**src/rtl/if_ctrl_pkg.sv**
```systemverilog
// Shared types and constants for the IF-stage fetch sequencer.
// Latency: none (declarations only).
// Backpressure: not applicable.
package if_ctrl_pkg;

    // Default widths: 64-bit LEGv8 word, 32-bit instruction.
    localparam int WORD       = 64;
    localparam int INST_SIZE  = 32;
    localparam int INST_BYTES = 4;

    // Fetch sequencer states.
    typedef enum logic [1:0] {
        ST_IDLE  = 2'd0,
        ST_ISSUE = 2'd1,
        ST_WAIT  = 2'd2,
        ST_DROP  = 2'd3
    } fetch_state_t;

    // PCSrc encodings. Any value with bit 1 set (10 or 11) selects the
    // register target, so PCSRC_REG is tested as a mask.
    localparam logic [1:0] PCSRC_INCR   = 2'b00;
    localparam logic [1:0] PCSRC_BRANCH = 2'b01;
    localparam logic [1:0] PCSRC_REG    = 2'b10;

endpackage

```
**src/rtl/pc_next_sel.sv**
```systemverilog
// Next-PC mux: pc_q + 4, branch target (ALU_res) or register target (ALUOut).
// Latency: combinational.
// Backpressure: none.
// IF_MISALIGN_CHK_EN: adds align_err instead of forcing target[1:0] to zero.
module pc_next_sel
    import if_ctrl_pkg::*;
#(
    parameter int ADDR_W = WORD
) (
    input  logic [ADDR_W-1:0] pc_q,
    input  logic [1:0]        pcsrc,
    input  logic [ADDR_W-1:0] alu_res,
    input  logic [ADDR_W-1:0] alu_out,
    output logic [ADDR_W-1:0] pc_incr,
    output logic [ADDR_W-1:0] next_pc
`ifdef IF_MISALIGN_CHK_EN
    ,
    output logic              align_err
`endif
);

    logic [ADDR_W-1:0] target_raw;

    // Select the redirect target and the sequential successor (wraps modulo 2^ADDR_W)
    always_comb begin
        pc_incr    = pc_q + ADDR_W'(INST_BYTES);
        target_raw = '0;
        if ((pcsrc & PCSRC_REG) != 2'b00) begin
            target_raw = alu_out;
        end else if (pcsrc == PCSRC_BRANCH) begin
            target_raw = alu_res;
        end
        if (pcsrc == PCSRC_INCR) begin
            next_pc = pc_incr;
        end else begin
`ifdef IF_MISALIGN_CHK_EN
            next_pc = target_raw;
`else
            // Without the checker, instruction alignment is imposed by the mux.
            next_pc = target_raw & ~ADDR_W'(INST_BYTES - 1);
`endif
        end
    end

`ifdef IF_MISALIGN_CHK_EN
    assign align_err = (pcsrc != PCSRC_INCR) && (target_raw[1:0] != 2'b00);
`endif

endmodule

```
**src/rtl/if_fetch_ctrl.sv**
```systemverilog
// IF fetch sequencer: owns PC, issues imem requests, buffers one instruction for ID.
// Latency: zero-wait imem gives first request 1 cycle and first if_valid 3 cycles after reset release; 2 cycles/instr.
// Backpressure: id_stall holds the buffer and blocks new requests while full; imem_req_ready stalls the issue.
// IF_MISALIGN_CHK_EN: adds if_misalign and parks fetch after a misaligned redirect.
module if_fetch_ctrl
    import if_ctrl_pkg::*;
#(
    parameter int                ADDR_W   = WORD,
    parameter int                INST_W   = INST_SIZE,
    parameter logic [ADDR_W-1:0] RESET_PC = '0
) (
    input  logic              clk,
    input  logic              rst_n,
    input  logic              redirect,
    input  logic [1:0]        PCSrc,
    input  logic [ADDR_W-1:0] ALU_res,
    input  logic [ADDR_W-1:0] ALUOut,
    input  logic              id_stall,
    output logic              imem_req_valid,
    input  logic              imem_req_ready,
    output logic [ADDR_W-1:0] imem_addr,
    input  logic              imem_rsp_valid,
    input  logic [INST_W-1:0] imem_rsp_data,
    output logic              if_valid,
    output logic [INST_W-1:0] if_inst,
    output logic [ADDR_W-1:0] if_pc,
    output logic [ADDR_W-1:0] if_pc_incr
`ifdef IF_MISALIGN_CHK_EN
    ,
    output logic              if_misalign
`endif
);

    fetch_state_t      state;
    logic [ADDR_W-1:0] pc_q;
    logic [ADDR_W-1:0] pc_incr;
    logic [ADDR_W-1:0] next_pc;
    logic              redir_take;
    logic              buf_free;
    logic              req_fire;
    logic              fetch_parked;

`ifdef IF_MISALIGN_CHK_EN
    logic align_err;
    logic misalign_q;
    assign fetch_parked = misalign_q;
    assign if_misalign  = misalign_q;
`else
    assign fetch_parked = 1'b0;
`endif

    pc_next_sel #(
        .ADDR_W (ADDR_W)
    ) u_pc_next_sel (
        .pc_q      (pc_q),
        .pcsrc     (PCSrc),
        .alu_res   (ALU_res),
        .alu_out   (ALUOut),
        .pc_incr   (pc_incr),
        .next_pc   (next_pc)
`ifdef IF_MISALIGN_CHK_EN
        ,
        .align_err (align_err)
`endif
    );

    // A redirect only acts once fetching has started; PCSrc = 00 is a no-op.
    assign redir_take = redirect && (PCSrc != PCSRC_INCR) && (state != ST_IDLE);
    // The buffer can take a new instruction if empty or being consumed this cycle,
    // so the request valid looks at id_stall directly rather than a cycle late.
    assign buf_free       = !if_valid || !id_stall;
    assign imem_req_valid = (state == ST_ISSUE) && buf_free && !fetch_parked;
    assign imem_addr      = pc_q;
    assign req_fire       = imem_req_valid && imem_req_ready;

    // Fetch FSM, PC register and one-entry instruction buffer
    always_ff @(posedge clk or negedge rst_n) begin
        if (!rst_n) begin
            state      <= ST_IDLE;
            pc_q       <= RESET_PC;
            if_valid   <= 1'b0;
            if_inst    <= '0;
            if_pc      <= '0;
            if_pc_incr <= '0;
`ifdef IF_MISALIGN_CHK_EN
            misalign_q <= 1'b0;
`endif
        end else begin
            if (if_valid && !id_stall) begin
                if_valid <= 1'b0;
            end
            if (redir_take) begin
                pc_q     <= next_pc;
                if_valid <= 1'b0;
`ifdef IF_MISALIGN_CHK_EN
                misalign_q <= align_err;
`endif
            end
            case (state)
                ST_IDLE: begin
                    state <= ST_ISSUE;
                end
                ST_ISSUE: begin
                    // A redirect racing an accepted request leaves a stale response to drop.
                    if (req_fire) begin
                        state <= redir_take ? ST_DROP : ST_WAIT;
                    end
                end
                ST_WAIT: begin
                    if (redir_take) begin
                        state <= imem_rsp_valid ? ST_ISSUE : ST_DROP;
                    end else if (imem_rsp_valid) begin
                        if_inst    <= imem_rsp_data;
                        if_pc      <= pc_q;
                        if_pc_incr <= pc_incr;
                        if_valid   <= 1'b1;
                        pc_q       <= pc_incr;
                        state      <= ST_ISSUE;
                    end
                end
                ST_DROP: begin
                    // The stale response is always consumed here, even alongside a
                    // new redirect, since no further response would ever arrive.
                    if (imem_rsp_valid) begin
                        state <= ST_ISSUE;
                    end
                end
                default: begin
                    state <= ST_IDLE;
                end
            endcase
        end
    end

endmodule

```
**config.mk**
```make
export PLATFORM = sky130hd
export DESIGN_NAME = if_fetch_ctrl
export DESIGN_NICKNAME = d
export VERILOG_FILES = /design/src/rtl/if_ctrl_pkg.sv /design/src/rtl/pc_next_sel.sv /design/src/rtl/if_fetch_ctrl.sv
export SDC_FILE = /design/constraint.sdc
export NUM_CORES = 1
export LEC_CHECK = 0
export BUFFER_PORTS_ARGS = -buffer_cell sky130_fd_sc_hd__clkbuf_2
export CORE_MARGIN = 2
export CORE_UTILIZATION = 49
export DETAILED_ROUTE_END_ITERATION = 16
export PLACE_DENSITY_LB_ADDON = 0.1
export REMOVE_ABC_BUFFERS = 1
export SLEW_MARGIN = 20
export SYNTH_ARGS = -nofsm -noshare
export SYNTH_HDL_FRONTEND = slang
export SYNTH_HIERARCHICAL = 1
export SYNTH_SLANG_ARGS = --single-unit
```
**constraint.sdc**
```tcl
create_clock -name clk -period 3.11 [get_ports clk]
set_input_delay 0.1555 -clock clk [delete_from_list [all_inputs] [get_ports clk]]
set_output_delay 0.1555 -clock clk [all_outputs]
set_load 0.01 [all_outputs]
```
==> results of run 1 <==
==> cells by family (layout without fill, tap and decap cells) <==
logic type	Yosys count	in the layout	share of synthesized area, %
DFF	227	227	49.7
buffers and inverters	76	540	3.04
adders and majority gates	1	1	0.109
AOI/OAI and AO/OA	163	163	10.8
xor gates and xnor gates	60	60	4.60
and+or+nand+nor	314	314	13.6
muxes	187	187	18.1
==> flip-flops by register name (all words and copies together) (netlist names) <==
register    count
if_inst        32
if_pc          64
if_pc_incr     64
if_valid        1
imem_addr      64
state           2
==> Yosys cell counts (all sizes together) (26+ instances only) <==
master	number	area share (%)
xnor2	26	2.0
a221o	35	3.1
nand2	114	3.7
o21ai	27	1.2
dfrtp	227	50
mux2	161	16
and2	37	2.0
a31oi	29	1.6
mux2i	26	2.3
nor2	59	1.9
buf	33	1.6
clkbuf	36	1.2
xor2	34	2.6
==> layout make-up <==
cell class,instances,share of cell area [%]
flip-flops and latches,227,37.3
multi-input cells,725,35.8
repair buffers,489,18.7
clock buffers,36,4.78
well taps,313,2.57
clock inverters,8,0.681
inverters,7,0.172
==> how the worst max path moves through the flow <==
stage	from	to	depth (start not counted)
final	imem_addr[10]	imem_addr[63]	8
after global routing	imem_addr[36]	imem_addr[63]	9
after CTS	imem_addr[36]	imem_addr[63]	9
after detailed placement	imem_addr[36]	imem_addr[63]	9
after global placement	imem_addr[36]	imem_addr[63]	9
after floorplan	state[0]	if_pc[0]	3
==> power by group through the flow <==
stage / combinational (mW) / clock, mW / sequential (mW)
final: 4.80 / 2.99 / 5.02
after global routing: 5.19 / 3.18 / 5.19
after CTS: 4.82 / 3.05 / 5.01
after detailed placement: 4.76 / 0 / 5.05
after global placement: 4.69 / 0 / 4.99
after floorplan: 1.82 / 0 / 5.63
==> through the flow <==
| stage | worst slack [ns] | cell area (µm²) |
|---|---|---|
| global placement | 0.144 | 14000 |
| floorplan | -1.43 | 11100 |
| finish | 0.161 | 15200 |
| detailed placement | 0.101 | 14000 |
| global route | 0.0148 | 15200 |
| CTS | 0.0712 | 15200 |
==> repair_timing <==
action	CTS	global route
hold endpoints to repair	133	0
resized for setup	0	1
endpoints found under the setup margin	0	1
hold buffers	36	0
==> metal layers <==
layer	GRT usage [%]	routed length, µm	up-vias
met3	6.51	2770	74
met4	9.87	1120	0
met2	47.6	17300	423
met1	37.5	14700	4889
met5	0	0	-
li1	-	-	4624
==> critical path, delay by kind of cell (launching register included) <==
family | cells | cell delay [ns]
compound gates | 2 | 0.42
simple gates | 5 | 1.90
flops | 1 | 0.36
xor+xnor | 1 | 0.14
==> impl_summary.txt, run 1 <==
----------------------------------------------------
[Timing]
  Worst clock skew ... around 0.013 ns
  Final number of max-transition violations ... 0
  Slew Limit Headroom ... 47.2%
  Final worst hold slack ... roughly 0.013 ns
  Setup violators final ... 0
  Maximum operating frequency ... roughly 0.34 GHz
  Unrepaired setup endpoints after global routing ... false
  Slew at the pin closest to its max-slew limit ... 0.793 ns
  Post-route fraction of the period consumed by the critical path ... 94.8%
  Final Hold Vio Count ... 0
  Setup TNS ... 0 ns
  Final critical delay including setup and external delays ... 2.95 ns

[Synth]
  Post-Syn Instances ... between 1000 and 1500
  Mean Syn Cell Area ... between 10 and 15 µm²
  Predominant post-synthesis flop cell ... dfrtp_1
  Number of enable-type register cells in the synthesized netlist ... 0
  Share of synthesized flip-flops with an asynchronous set or reset ... 100%
  Warnings from Yosys ... 6
  Total of flip-flops plus latches after synthesis ... about 230
  Sequential element share of the synthesized area ... between 40% and 50%
  Post-synthesis instance area ... approximately 0.011 mm²
  Count of cell types in the netlist ... 47

[Worst hold path]
  HP Start ... ALUOut[3]
  Min-Delay Path Class ... input port to flop
  Worst Hold End ... imem_addr[3]
  Worst hold path depth ... 5

[Floorplan]
  Initial Utilization ... 50.2%
  Number of ports placed on the die boundary ... between 300 and 400
  Cell Rows ... 55
  Area inside the core boundary ... ~0.023 mm²
  Die height ... between 150 and 200 µm
  Total die area ... between 0.02 and 0.025 mm²
  Die X-Extent ... roughly 160 µm

[Cells and area]
  Filler instances ... 1833
  Final Net Count ... around 1600
  Area used by multi-input combinational logic ... between 0.005 and 0.006 mm²
  Count of inserted antenna diode cells ... 0
  Sequential cell area ... 0.00568 mm²
  Utilization of the core after routing ... about two thirds
  Synth-to-Final Area Change ... 33.3%
  Number of cells in the finished layout apart from fillers ... approximately 1800
  Most common cell after layout, fill and taps aside ... clkbuf_2
  Leading cell types in the layout, fill and taps excluded ... clkbuf_2 (387), dfrtp_1 (227), mux2_2 (161)
  Share of layout cells above drive strength 1 ... 45.2%

[Power and ir drop]
  Final Power ... between 10 and 15 mW
  Relative contribution of sequential cells to total power ... between 30% and 40%
  Net switching power ... 4.54 mW
  Internal portion of total power ... 8.28 mW
  Ratio of total power to cell area ... about 840 mW/mm²
  Leakage ... 7.72 nW
  Peak supply drop ... ~0.49 mV
  Proportion of total power due to net switching ... between 30% and 40%
  Fraction of power consumed by the clock network ... 23.4%
  Share of total power in combinational logic ... between 30% and 40%

[CTS]
  CTS H-tree lvls ... 1
  Library cell used as clock root buffer ... clkbuf_16
  Total CTS buffers ... 26
  Number of sinks on the clock net ... around 230
  Post-CTS clock slew at the launch and capture registers of the worst setup and hold paths ... 0.06 ns
  Later-pin clock latency in the skew report ... 0.53 ns
  CTS tree ... yes
  Number of setup buffers added after CTS ... 0
  Clk buf depth ... 3

[Global route]
  Vias in the first global route ... approximately 10000
  Largest net degree at the start of global routing ... 100
  First-pass GRT wire length ... approximately 55000 µm
  Sum of overflow across all layers after global routing ... 0
  Antenna violations before repair ... 0
  Overall track demand over capacity in global routing ... between 20% and 30%

[Flow run]
  MaxCap Viol Count ... 0

[Setup path]
  Start of the worst register-to-register path ... imem_addr[10]
  R2R depth ... 8
  Cell with the largest stage delay on the worst path ... or4b_1
  Delay contributed by the slowest stage of the critical path ... 0.74 ns
  Crit. End Element ... flop
  R2r endpoint ... imem_addr[63]
  Biggest fanout along the worst timing path ... 6
  Path type of the worst setup path ... flop to flop
  Data required time at the worst endpoint ... approximately 3.5 ns
  Reg-to-reg setup timing slack ... roughly 0.16 ns
  Critical path cell sequence ... nand4_2, or4_1, or4b_1, nor4_4, xor2_1, a21o_1, and2_1, a221o_1
  Worst Path Arrival ... between 3 and 4 ns
  Worst setup SP type ... flop

[Detailed routing]
  Routed wire length ... around 36000 µm
  DRT iter0 DRCs ... around 590
  Number of nets with antenna violations after routing ... 0
  Router iterations before antenna repair ... 5
  Post-detailed-route DRC marker count ... 0
  Vias per cell ... ~5.5
  Routed len/inst ... about 20 µm
  Vias post-DR ... approximately 10000

[Outcome]
  Result of the run ... complete, no violations

[Placed design]
  DP Cell Count ... ~1700
  Port Buffer Count ... ~400
  Half-perimeter wire length of the detailed placement result ... around 25000 µm
  Routability Congestion ... approximately 0.85

----------------------------------------------------
(Power assumes the default switching activity.)
==> run 2: changes to the inputs <==
--- a/constraint.sdc
+++ b/constraint.sdc
@@ -3,2 +3,2 @@
 set_output_delay 0.1555 -clock clk [all_outputs]
-set_load 0.01 [all_outputs]
+set_load 0.1 [all_outputs]
==> impl_summary.txt, run 2 (same netlist as run 1, synthesis figures left out) <==
----------------------------------------------------
[Detailed routing]
  Post-detailed-route DRC marker count ... 0 (unchanged)
  Routed len/inst ... 19.9 µm (about the same)
  Router iterations before antenna repair ... 5 (unchanged)
  Routed wire length ... 35900 µm (about the same)
  DRT iter0 DRCs ... 565 (-4.7%)
  Number of nets with antenna violations after routing ... 0 (unchanged)
  Vias post-DR ... 9879 (-1.3%)
  Vias per cell ... 5.47 (-1.4%)

[Setup path]
  Worst setup SP type ... flop
  Reg-to-reg setup timing slack ... 0.25 ns (+0.09 ns)
  Delay contributed by the slowest stage of the critical path ... 0.65 ns (-0.09 ns)
  Buffer and inverter count on the worst path ... 0 (unchanged)
  Critical path cell sequence ... nand4_2, or4_1, or4b_4, nor4_4, xor2_1, a21o_1, and2_1, a221o_1
  Path type of the worst setup path ... flop to flop
  Crit. End Element ... flop
  Data required time at the worst endpoint ... 3.51 ns (about the same)
  Cell with the largest stage delay on the worst path ... or4b_4
  Top Family by Delay on Critical Path ... simple AND/OR/NAND/NOR gates
  Worst Path Arrival ... 3.26 ns (-0.10 ns)
  Biggest fanout along the worst timing path ... 6 (unchanged)

[Timing]
  Post-route fraction of the period consumed by the critical path ... 92.0% (-2.8 points)
  Unrepaired setup endpoints after global routing ... false
  Slew at the pin closest to its max-slew limit ... 0.790 ns (-0.00225 ns)
  Final critical delay including setup and external delays ... 2.86 ns (-0.0870 ns)
  Final worst-path setup slack ... 0.248 ns (+0.0870 ns)
  Worst clock skew ... 0.0139 ns (+0.00137 ns)
  Maximum operating frequency ... 0.349 GHz (+3.0%)
  Setup violators final ... 0 (unchanged)
  Slew Limit Headroom ... 47.3% (+0.15 points)
  Final number of max-transition violations ... 0 (unchanged)
  Final Hold Vio Count ... 0 (unchanged)

[Cells and area]
  Share of layout cells above drive strength 1 ... 45.4% (+0.27 points)
  Synth-to-Final Area Change ... 34.3%
  Count of inserted antenna diode cells ... 0 (unchanged)
  Final Net Count ... 1645 (unchanged)
  Most common cell after layout, fill and taps aside ... clkbuf_2
  Sequential cell area ... 0.00568 mm² (unchanged)
  Filler instances ... 1792 (-2.2%)
  Area used by multi-input combinational logic ... 0.00546 mm² (about the same)
  Leading cell types in the layout, fill and taps excluded ... clkbuf_2 (387), dfrtp_1 (227), mux2_2 (161)
  Number of cells in the finished layout apart from fillers ... 1807 (+0.11%)
  Utilization of the core after routing ... 67.4% (+0.47 points)

[Floorplan]
  Die height ... 157 µm (unchanged)
  Die X-Extent ... 157 µm (unchanged)
  Cell Rows ... 55 (unchanged)
  Initial Utilization ... 50.2% (unchanged)
  Area inside the core boundary ... 0.0228 mm² (unchanged)
  Total die area ... 0.0246 mm² (unchanged)
  Number of ports placed on the die boundary ... 394 (unchanged)

[Global route]
  Antenna violations before repair ... 0 (unchanged)
  Largest net degree at the start of global routing ... 100 (unchanged)
  Vias in the first global route ... 9690 (-2.6%)
  Overall track demand over capacity in global routing ... 28.7% (-0.16 points)
  Sum of overflow across all layers after global routing ... 0 (unchanged)
  First-pass GRT wire length ... 55000 µm (-0.32%)

[Worst hold path]
  Min-Delay Path Class ... input port to flop

[Outcome]
  Result of the run ... complete, no violations

[CTS]
  Clk buf depth ... 3 (unchanged)
  Number of setup buffers added after CTS ... 0 (unchanged)
  Number of sinks on the clock net ... 227 (unchanged)
  Total CTS buffers ... 26 (unchanged)
  Later-pin clock latency in the skew report ... 0.52 ns (about the same)
  Library cell used as clock root buffer ... clkbuf_16
  CTS H-tree lvls ... 1 (unchanged)
  Post-CTS clock slew at the launch and capture registers of the worst setup and hold paths ... 0.06 ns (about the same)
  CTS tree ... yes

[Flow run]
  MaxCap Viol Count ... 0 (unchanged)

[Placed design]
  Minimum setup slack after placement ... 0.134 ns (+0.0329 ns)
  Port Buffer Count ... 389 (unchanged)
  Half-perimeter wire length of the detailed placement result ... 25000 µm (-0.73%)
  DP Cell Count ... 1723 (-0.058%)
  Routability Congestion ... 0.861 (+1.6%)

----------------------------------------------------
==> run 2: metrics by stage <==
| step | setup TNS [ns] | hold WS [ns] | cell area (µm²) |
|---|---|---|---|
| after floorplan | -193.20 | -0.140 | 11100 |
| after global placement | 0 | 0.266 | 14000 |
| after detailed placement | 0 | 0.269 | 14000 |
| after CTS | 0 | 0.00185 | 15300 |
| after global routing | 0 | 0.0278 | 15400 |
| final | 0 | 0.0181 | 15400 |
==> run 2: tightest hold or removal path: stages <==
cell	delay [ns]
clkbuf_2	0.11
o221ai_4	0.13
a31oi_1	0.09
==> run 2: layout make-up <==
class,count,share of cell area (%)
multi-input cells,725,35.6
inverters,7,0.171
clock buffers,36,5.01
flip-flops and latches,227,37.0
well taps,313,2.55
clock inverters,10,0.978
repair buffers,489,18.7
==> run 2: metal layers <==
metal,wire [µm],vias up,track usage (%)
met2,17700,338,48.1
met4,916,0,7.25
met1,15100,4867,38.3
met5,0,-,0
met3,2150,58,5.48
li1,-,4616,-
==> run 2: path summary, 6_finish.rpt <==
kind | from | to | depth (start not counted)
max | imem_addr[10] | imem_addr[63] | 8
min | redirect | imem_addr[54] | 3
max reg2reg | imem_addr[10] | imem_addr[63] | 8
min reg2reg | if_pc[60] | if_pc[60] | 1
max in group asynchronous | rst_n | imem_addr[63] | 3
min in group asynchronous | rst_n | if_pc[47] | 2
==> run 2: what timing repair did <==
action | 4_1_cts | 5_1_grt
endpoints found under the hold margin | 133 | 0
hold buffers | 37 | 0
setup endpoints to repair | 0 | 1
resized for setup | 0 | 2
Power of run 2 is not shown: default switching activity piles up to over one toggle a cycle in this logic, so the estimate is an artifact.
